File: src/rtl/bus_pkg.sv
// Shared definitions for the PHI0-phase bus timing blocks.
//   bus_state_t      : wait-state controller states (IDLE, STRETCH, HOLDOFF)
//   DEF_WAIT_STATES  : default number of extra PHI2 cycles per slow access
//   DEF_WE_DELAY     : default write-strobe setup delay in CLK_SRC cycles
package bus_pkg;

  typedef enum logic [1:0] {
    ST_IDLE    = 2'd0,
    ST_STRETCH = 2'd1,
    ST_HOLDOFF = 2'd2
  } bus_state_t;

  localparam int DEF_WAIT_STATES = 2;
  localparam int DEF_WE_DELAY    = 1;

endpackage

File: src/rtl/bus_wait_gen_phi_edge.sv
// phi_edge: registers the PHI0 phase clock and produces single-cycle
// rise/fall pulses in the CLK_SRC domain.
// Ports:
//   clk   in  CLK_SRC
//   rst   in  asynchronous active-high reset
//   phi0  in  PHI0, already synchronous to clk
//   rise  out one-cycle pulse on the first clk cycle PHI0 is seen high
//   fall  out one-cycle pulse on the first clk cycle PHI0 is seen low
module phi_edge (
  input  logic clk,
  input  logic rst,
  input  logic phi0,
  output logic rise,
  output logic fall
);

  logic phi0_q;

  always_ff @(posedge clk or posedge rst) begin
    if (rst) begin
      phi0_q <= 1'b0;
    end else begin
      phi0_q <= phi0;
    end
  end

  assign rise = phi0 & ~phi0_q;
  assign fall = ~phi0 & phi0_q;

endmodule

File: src/rtl/bus_wait_gen.sv
// bus_wait_gen: 6502 RDY wait-state generator and bus strobe timing.
// Stretches slow-device accesses by WAIT_STATES PHI2 cycles and produces
// registered OE_N/WE_N strobes qualified by the PHI2-high phase.
// Ports:
//   CLK_SRC   in  source clock (single domain)
//   RST       in  asynchronous active-high reset
//   PHI0      in  CPU phase clock, synchronous to CLK_SRC
//   CS_ANY    in  some device selected for the current address
//   SLOW_SEL  in  selected device needs wait states
//   RWB       in  CPU read/write (1 = read)
//   RDY       out CPU RDY; low stalls the current cycle
//   OE_N      out active-low read strobe
//   WE_N      out active-low write strobe
module bus_wait_gen
  import bus_pkg::*;
#(
  parameter int WAIT_STATES = DEF_WAIT_STATES,
  parameter int WE_DELAY    = DEF_WE_DELAY,
  parameter int CNT_W       = 4
) (
  input  logic CLK_SRC,
  input  logic RST,
  input  logic PHI0,
  input  logic CS_ANY,
  input  logic SLOW_SEL,
  input  logic RWB,
  output logic RDY,
  output logic OE_N,
  output logic WE_N
);

  localparam logic [CNT_W-1:0] WAIT_INIT = CNT_W'(WAIT_STATES);
  localparam logic [CNT_W-1:0] WE_THR    = CNT_W'(WE_DELAY);
  localparam logic [CNT_W-1:0] CNT_ONE   = CNT_W'(1);
  localparam logic [CNT_W-1:0] CNT_MAX   = {CNT_W{1'b1}};
  localparam bit               STRETCH_EN = (WAIT_STATES > 0);

  bus_state_t       state;
  logic [CNT_W-1:0] wait_cnt;
  logic [CNT_W-1:0] we_cnt;
  logic             final_cyc;
  logic             rise;
  logic             fall;
  logic             we_ok;

  phi_edge u_phi_edge (
    .clk  (CLK_SRC),
    .rst  (RST),
    .phi0 (PHI0),
    .rise (rise),
    .fall (fall)
  );

  // Wait-state controller. final_cyc marks the PHI2 cycle in which the
  // access actually completes; only that cycle may carry a write strobe.
  always_ff @(posedge CLK_SRC or posedge RST) begin
    if (RST) begin
      state     <= ST_IDLE;
      wait_cnt  <= '0;
      final_cyc <= 1'b0;
      RDY       <= 1'b1;
    end else begin
      if (fall) begin
        final_cyc <= 1'b0;
      end
      case (state)
        ST_IDLE: begin
          if (rise) begin
            if (SLOW_SEL && STRETCH_EN) begin
              RDY       <= 1'b0;
              wait_cnt  <= WAIT_INIT;
              final_cyc <= 1'b0;
              state     <= ST_STRETCH;
            end else begin
              final_cyc <= 1'b1;
            end
          end
        end
        ST_STRETCH: begin
          // Decoder inputs are deliberately ignored here: once a stretch
          // starts it always runs its full length.
          if (fall) begin
            wait_cnt <= wait_cnt - CNT_ONE;
            if (wait_cnt == CNT_ONE) begin
              // Released right after the last stalled fall, so RDY is
              // stable high long before the completing cycle's fall.
              RDY   <= 1'b1;
              state <= ST_HOLDOFF;
            end
          end
        end
        ST_HOLDOFF: begin
          // This rise belongs to the stalled access itself; never re-arm.
          if (rise) begin
            final_cyc <= 1'b1;
            state     <= ST_IDLE;
          end
        end
        default: begin
          state <= ST_IDLE;
        end
      endcase
    end
  end

  assign we_ok = (we_cnt >= WE_THR);

  // Strobe timing: we_cnt measures CLK_SRC cycles since the PHI0 rise to
  // give address/data setup before WE_N falls.
  always_ff @(posedge CLK_SRC or posedge RST) begin
    if (RST) begin
      we_cnt <= '0;
      OE_N   <= 1'b1;
      WE_N   <= 1'b1;
    end else begin
      if (rise) begin
        we_cnt <= '0;
      end else if (PHI0 && (we_cnt != CNT_MAX)) begin
        we_cnt <= we_cnt + CNT_ONE;
      end
      OE_N <= ~(PHI0 & RWB & CS_ANY);
      WE_N <= ~(PHI0 & ~RWB & CS_ANY & final_cyc & we_ok & (state == ST_IDLE));
    end
  end

endmodule

File: config.mk
export PLATFORM = sky130hd
export DESIGN_NAME = bus_wait_gen
export DESIGN_NICKNAME = d
export VERILOG_FILES = /design/src/rtl/bus_pkg.sv /design/src/rtl/bus_wait_gen_phi_edge.sv /design/src/rtl/bus_wait_gen.sv
export SDC_FILE = /design/constraint.sdc
export NUM_CORES = 1
export LEC_CHECK = 0
export ABC_AREA = 1
export CAP_MARGIN = 20
export CORE_ASPECT_RATIO = 1.2
export CORE_MARGIN = 1
export CORE_UTILIZATION = 48
export CTS_CLUSTER_DIAMETER = 50
export CTS_CLUSTER_SIZE = 10
export DETAILED_ROUTE_END_ITERATION = 7
export GPL_TIMING_DRIVEN = 0
export PLACE_DENSITY = 0.71
export SYNTH_ARGS = -nofsm -noshare
export SYNTH_HDL_FRONTEND = slang
export SYNTH_SLANG_ARGS = --single-unit
File: constraint.sdc
create_clock -name CLK_SRC -period 1.1 [get_ports CLK_SRC]
set_input_delay 0.165 -clock CLK_SRC [delete_from_list [all_inputs] [get_ports CLK_SRC]]
set_output_delay 0.165 -clock CLK_SRC [all_outputs]
set_load 0.03 [all_outputs]
==> results of run 1 <==
-- what timing repair did --
action / in CTS / in global routing
pin swaps: 2 / 5
setup endpoints to repair: 10 / 13
setup buffers: 2 / 5
resized for setup: 26 / 18
-- report_power, final --
group          internal, mW  total (mW)  switching, mW  leakage [nW]
combinational         0.398       0.909          0.511         0.315
clock                 0.141       0.318          0.177        0.0150
sequential            0.700       0.845          0.145         0.184
total                  1.24        2.07          0.834         0.513
-- cell type report --
class                           count  area, sq um  share of cell area
Tap cell                           18         22.5              0.0212
Sequential cell                    15          382               0.358
Clock buffer                        4         26.3              0.0247
Multi-Input combinational cell     68          437               0.410
Timing Repair Buffer               15          135               0.127
Inverter                           16         62.6              0.0588
-- synth_stat cells --
master     n  area share
nor2_2     1      0.0075
nand3_4    1       0.021
nor2_4     2       0.027
xor2_1     1       0.011
o21ai_2    1       0.011
inv_1     13       0.059
nand2_2    4       0.030
ha_1       5       0.075
inv_2      3       0.014
nand3b_1   1      0.0090
o21ai_1    2       0.012
dfstp_2    3       0.095
nor2_1    10       0.045
dfrtp_1   12        0.36
nand3_1    9       0.054
o22ai_1    1      0.0075
nand2_4    1       0.014
nor3_1     1      0.0060
nand2_1   21       0.095
o21ai_0    3       0.018
o31ai_1    1      0.0090
nand4_1    2       0.015
a21oi_1    1      0.0060
-- worst max-delay path, cell delays in order, from the launching register on --
cell	delay (ns)
dfrtp_1	0.39
ha_2	0.21
nand3_2	0.09
nand2_2	0.08
nor2_2	0.12
nand2_1	0.06
nand2_1	0.06
nor2_1	0.04
-- worst max path at each step --
stage,cells after the start,endpoint,slack (ns)
2_1_floorplan,7,we_cnt[3]$_DFFE_PP0P_,0.001
3_3_place_gp,8,wait_cnt[1]$_DFFE_PP0P_,-0.33
3_5_place_dp,8,wait_cnt[1]$_DFFE_PP0P_,-0.33
4_1_cts,1,RDY,-0.03
5_1_grt,7,we_cnt[3]$_DFFE_PP0P_,-0.12
6_report,7,we_cnt[3]$_DFFE_PP0P_,-0.04
-- stage by stage --
stage | instance area, sq um | util | hold slack, ns
after floorplan | 840 | - | 0.0643
after global placement | 942 | 0.581 | 0.449
after detailed placement | 942 | 0.581 | 0.452
after CTS | 995 | 0.613 | 0.251
after global routing | 1060 | 0.657 | 0.289
final | 1060 | 0.657 | 0.232
-- cell usage in the layout (no fill, tap or decap), types with 2 or more instances in the layout --
| master | netlist | final |
|---|---|---|
| buf_6 | 0 | 3 |
| nand3_1 | 9 | 7 |
| clkdlybuf4s50_1 | 0 | 4 |
| dfrtp_1 | 12 | 10 |
| buf_4 | 0 | 7 |
| dfstp_2 | 3 | 3 |
| dfrtp_2 | 0 | 2 |
| nand2_2 | 4 | 5 |
| nor2_1 | 10 | 6 |
| clkbuf_4 | 0 | 3 |
| ha_2 | 0 | 2 |
| o21ai_1 | 2 | 4 |
| inv_1 | 13 | 7 |
| nand3_2 | 0 | 2 |
| ha_1 | 5 | 3 |
| nor2_2 | 1 | 4 |
| nand4_1 | 2 | 2 |
| nand2_4 | 1 | 2 |
| nand2_1 | 21 | 19 |
| nor2_4 | 2 | 3 |
| inv_2 | 3 | 8 |
-- cells by family after synthesis --
kind of cell               Yosys count  share of synthesized area
and+or+nand+nor                     53                      0.323
buffers and inverters               16                     0.0722
DFF                                 15                      0.456
AOI/OAI and AO/OA                    9                     0.0632
adders and majority gates            5                     0.0752
xor gates and xnor gates             1                     0.0105
-- per-layer routing --
layer  global-route usage  part of all wire
met1                0.199              0.43
met5                    0                 0
met3               0.0279             0.026
met4                0.103            0.0085
met2                0.303              0.53
-- state kept, by name (all words and copies together) (netlist names) --
name and flops:
RDY 1, WE_N 1, wait_cnt 4, state 2, u_phi_edge.phi0_q 1, we_cnt 4
OE_N 1, final_cyc 1
==> run metrics, run 1 <==
Slew @ Worst Pin=0.579 ns; CTS root buf=clkbuf_4; fillers=between 100 and 150; n_diodes=0; synthesized instance count=99; largest fanout on the critical path=3; DR vias/cell=roughly 5.0; total grt overflow=0; reg2reg end=we_cnt[3]$_DFFE_PP0P_; crit start category=register; Data arrival, critical path=about 1.3 ns; failing checks=negative setup slack; R2R Setup Slk=-0.04 ns; initial antenna violation count=0; final wirelength=1.64 mm; Cell Pwr Density=slightly below 2000 nW/um^2; die width=about 40 microns; Initial Util=0.513; Total GRT Usage=0.175; Area Growth Syn to Fin=28.0%; Final ANT Viol Nets=0; vias in the first global route=540; DP Worst Slack=-0.330 ns; CTS tree=yes; Slew Viols, Final=0; detailed placement HPWL=about 1.1 mm; RePlAce Congestion=0.710; std cell rows=16; R2R cell count=7; first-pass GRT wire length=approximately 2.2 mm; pin count of the biggest net entering global routing=16; period utilization=1.03; average size of a mapped cell=about 8.4 sq um; layout cells sized above 1=0.407; Max Clk Rate=roughly 0.88 GHz; H-Tree Depth=1; wire per inst=roughly 12 microns; cts bufs inserted=3; Setup Skew=0.00143 ns; Nets=between 100 and 150; IO buf count=8; via count=slightly below 700; CTS clk-pin slew, worst paths=0.09 ns; setup TNS=-0.0743 ns; reg2reg start=we_cnt[0]$_DFFE_PP0P_; placed instance count=125; I/O Pins=9; final std cells w/o fill=136; Pre-antenna DRT Iters=4; flip-flop and latch count after synthesis=15; synth warn=0; CTS sink cnt=15; Critical Path Source=we_cnt[0]$_DFFE_PP0P_; max-cap check violation count=0; peak supply drop=1.15 mV; Post-Syn Area=about 830 sq um; CP endpoint kind=register; fin crit period=~1.1 ns; Final setup viols=5; Core ar.=~1600 sq um; full die area=1900 sq um; worst setup margin=-0.0354 ns; outcome=complete, but fails checks; clock buffer depth=2; Starting DRT DRC Count=13; crit path kind=reg -> reg; total power=a little over 2 mW; clk_lat worst skew=0.28 ns; Fin. Hold Viols=0; Rel. slew slack=0.614; RSZ-0062 raised after global routing=true; Seq/Total Area, Yosys=0.456; # hold bufs at CTS=0; height of the chip=47.6 microns; Worst Path Required=around 1.3 ns; Hold WC Path Type=in -> async; Distinct cells, synth=23; Leakage=~0.51 nW; Post-route DRC=0; syn nets=110
Power figures use the tool's default switching activity.
==> run 2: changes to the inputs <==
CTS_CLUSTER_DIAMETER = default   (was 50)
TNS_END_PERCENT = 50   (was default)
==> run metrics, run 2 (synthesized netlist as in run 1, its figures left out) <==
CTS root buf=clkbuf_4; GR peak layer=met2; wire per inst=12.0 microns (-0.61%); DR vias/cell=5.02 (about the same); clk_lat worst skew=0.28 ns (about the same); Slew @ Worst Pin=0.580 ns (+0.000502 ns); IO buf count=8 (unchanged); Data arrival, critical path=1.32 ns (about the same); Post-route DRC=0 (unchanged); max-cap check violation count=0 (unchanged); placed instance count=125 (unchanged); Core Util, Final=0.647 (-0.00926); layout cells sized above 1=0.376 (-0.0307); Setup Skew=0.00276 ns (+0.00133 ns); CP endpoint kind=register; Leakage=0.510 nW (-0.63%); initial antenna violation count=0 (unchanged); peak supply drop=1.15 mV (about the same); Fin. Hold Viols=0 (unchanged); Area Growth Syn to Fin=26.2%; vias in the first global route=540 (unchanged); CTS sink cnt=15 (unchanged); pin count of the biggest net entering global routing=16 (unchanged); std cell rows=16 (unchanged); via count=678 (-0.73%); H-Tree Depth=1 (unchanged); I/O Pins=9 (unchanged); final std cells w/o fill=135 (-0.74%); Core ar.=1620 sq um (unchanged); fin crit period=1.13 ns (-0.00178 ns); period utilization=1.03 (-0.00161); most common cell after layout, fill and taps aside=nand2_1; largest fanout on the critical path=3 (unchanged); detailed placement HPWL=1.11 mm (unchanged); cts bufs inserted=3 (unchanged); met2 Track Usage GR=0.303 (unchanged); Starting DRT DRC Count=15 (+2); die width=40.0 microns (unchanged); Worst Hold Margin=0.233 ns (+0.000956 ns); outcome=complete, but fails checks; Cell Pwr Density=1930 nW/um^2 (-1.1%); Pre-antenna DRT Iters=4 (unchanged); commonest non-fill, non-tap cells in the layout=nand2_1, dfrtp_1, inv_2; worst setup margin=-0.0336 ns (+0.00178 ns); Nets=129 (-0.77%); Total GRT Usage=0.175 (unchanged); n_diodes=0 (unchanged); RePlAce Congestion=0.710 (unchanged); total power=2.02 mW (-2.5%); Final setup viols=5 (unchanged); Final ANT Viol Nets=0 (unchanged); failing checks=negative setup slack; global-route met1 utilization=0.199 (unchanged); CTS clk-pin slew, worst paths=0.09 ns (about the same); full die area=1900 sq um (unchanged); Largest regs=wait_cnt x4, we_cnt x4, state x2; height of the chip=47.6 microns (unchanged); Slew Viols, Final=0 (unchanged); Rel. slew slack=0.613 (about the same); clock buffer depth=2 (unchanged); CTS tree=yes; final wirelength=1.62 mm (-1.3%); Hold WC Path Type=in -> async; crit start category=register; total grt overflow=0 (unchanged); Initial Util=0.513 (unchanged); fillers=142 (+2.2%); first-pass GRT wire length=2.19 mm (unchanged); RSZ-0062 raised after global routing=true; crit path kind=reg -> reg; GR Util met3=0.0279 (unchanged); Worst Path Required=1.29 ns (about the same); Max Clk Rate=0.882 GHz (+0.16%)
-- run 2: layout make-up --
cell class | count | area (sq um) | share of cell area
well taps | 18 | 22.5 | 0.0215
flip-flops and latches | 15 | 382 | 0.364
repair buffers | 14 | 128 | 0.122
inverters | 16 | 62.6 | 0.0596
multi-input cells | 68 | 429 | 0.409
clock buffers | 4 | 26.3 | 0.0250
-- run 2: repair_timing --
action                                  in CTS  in global routing
pin swaps                                    2                  2
setup buffers                                2                  4
gates resized for setup                     26                 15
endpoints found under the setup margin      10                 13
cloned                                       0                  0
hold buffers                                 0                  0
-- run 2: worst max-delay path, cell delays in order, from the launching register on --
cell     delay [ns]
dfrtp_1        0.39
ha_2           0.21
nand3_2        0.09
nand2_2        0.08
nor2_2         0.12
nand2_1        0.06
nand2_1        0.06
nor2_1         0.04
-- run 2: path summary, 6_finish.rpt --
| kind | from | endpoint | slack (ns) | depth (start not counted) |
|---|---|---|---|---|
| min in group CLK_SRC | PHI0 | u_phi_edge.phi0_q$_DFF_PP0_ | 0.28 | 1 |
| max in group asynchronous | RST | u_phi_edge.phi0_q$_DFF_PP0_ | 0.46 | 2 |
| setup reg to reg | we_cnt[0]$_DFFE_PP0P_ | we_cnt[3]$_DFFE_PP0P_ | -0.03 | 7 |
| setup / recovery | we_cnt[0]$_DFFE_PP0P_ | we_cnt[3]$_DFFE_PP0P_ | -0.03 | 7 |
| hold reg to reg | RDY$_DFFE_PP1P_ | RDY$_DFFE_PP1P_ | 0.47 | 2 |
| hold / removal | RST | wait_cnt[2]$_DFFE_PP0P_ | 0.23 | 2 |
-- run 2: routing by layer --
| layer | routed length, microns | share of wire |
|---|---|---|
| met2 | 846 | 0.52 |
| met1 | 712 | 0.44 |
| met5 | 0 | 0 |
| met3 | 47 | 0.029 |
| met4 | 14 | 0.0086 |
-- run 2: metrics by stage --
stage	setup slack, ns	instance area (sq um)	setup TNS [ns]
2_1_floorplan	0.00143	840	0
3_3_place_gp	-0.332	942	-3.64
3_5_place_dp	-0.330	942	-3.64
4_1_cts	-0.0301	995	-0.106
5_1_grt	-0.124	1050	-0.530
6_report	-0.0336	1050	-0.0756
-- run 2: where the power goes --
part	switching [mW]	leakage (nW)	internal [mW]
Combinational	0.492	0.311	0.369
Clock	0.178	0.0150	0.141
Sequential	0.141	0.184	0.700
Total	0.811	0.510	1.21
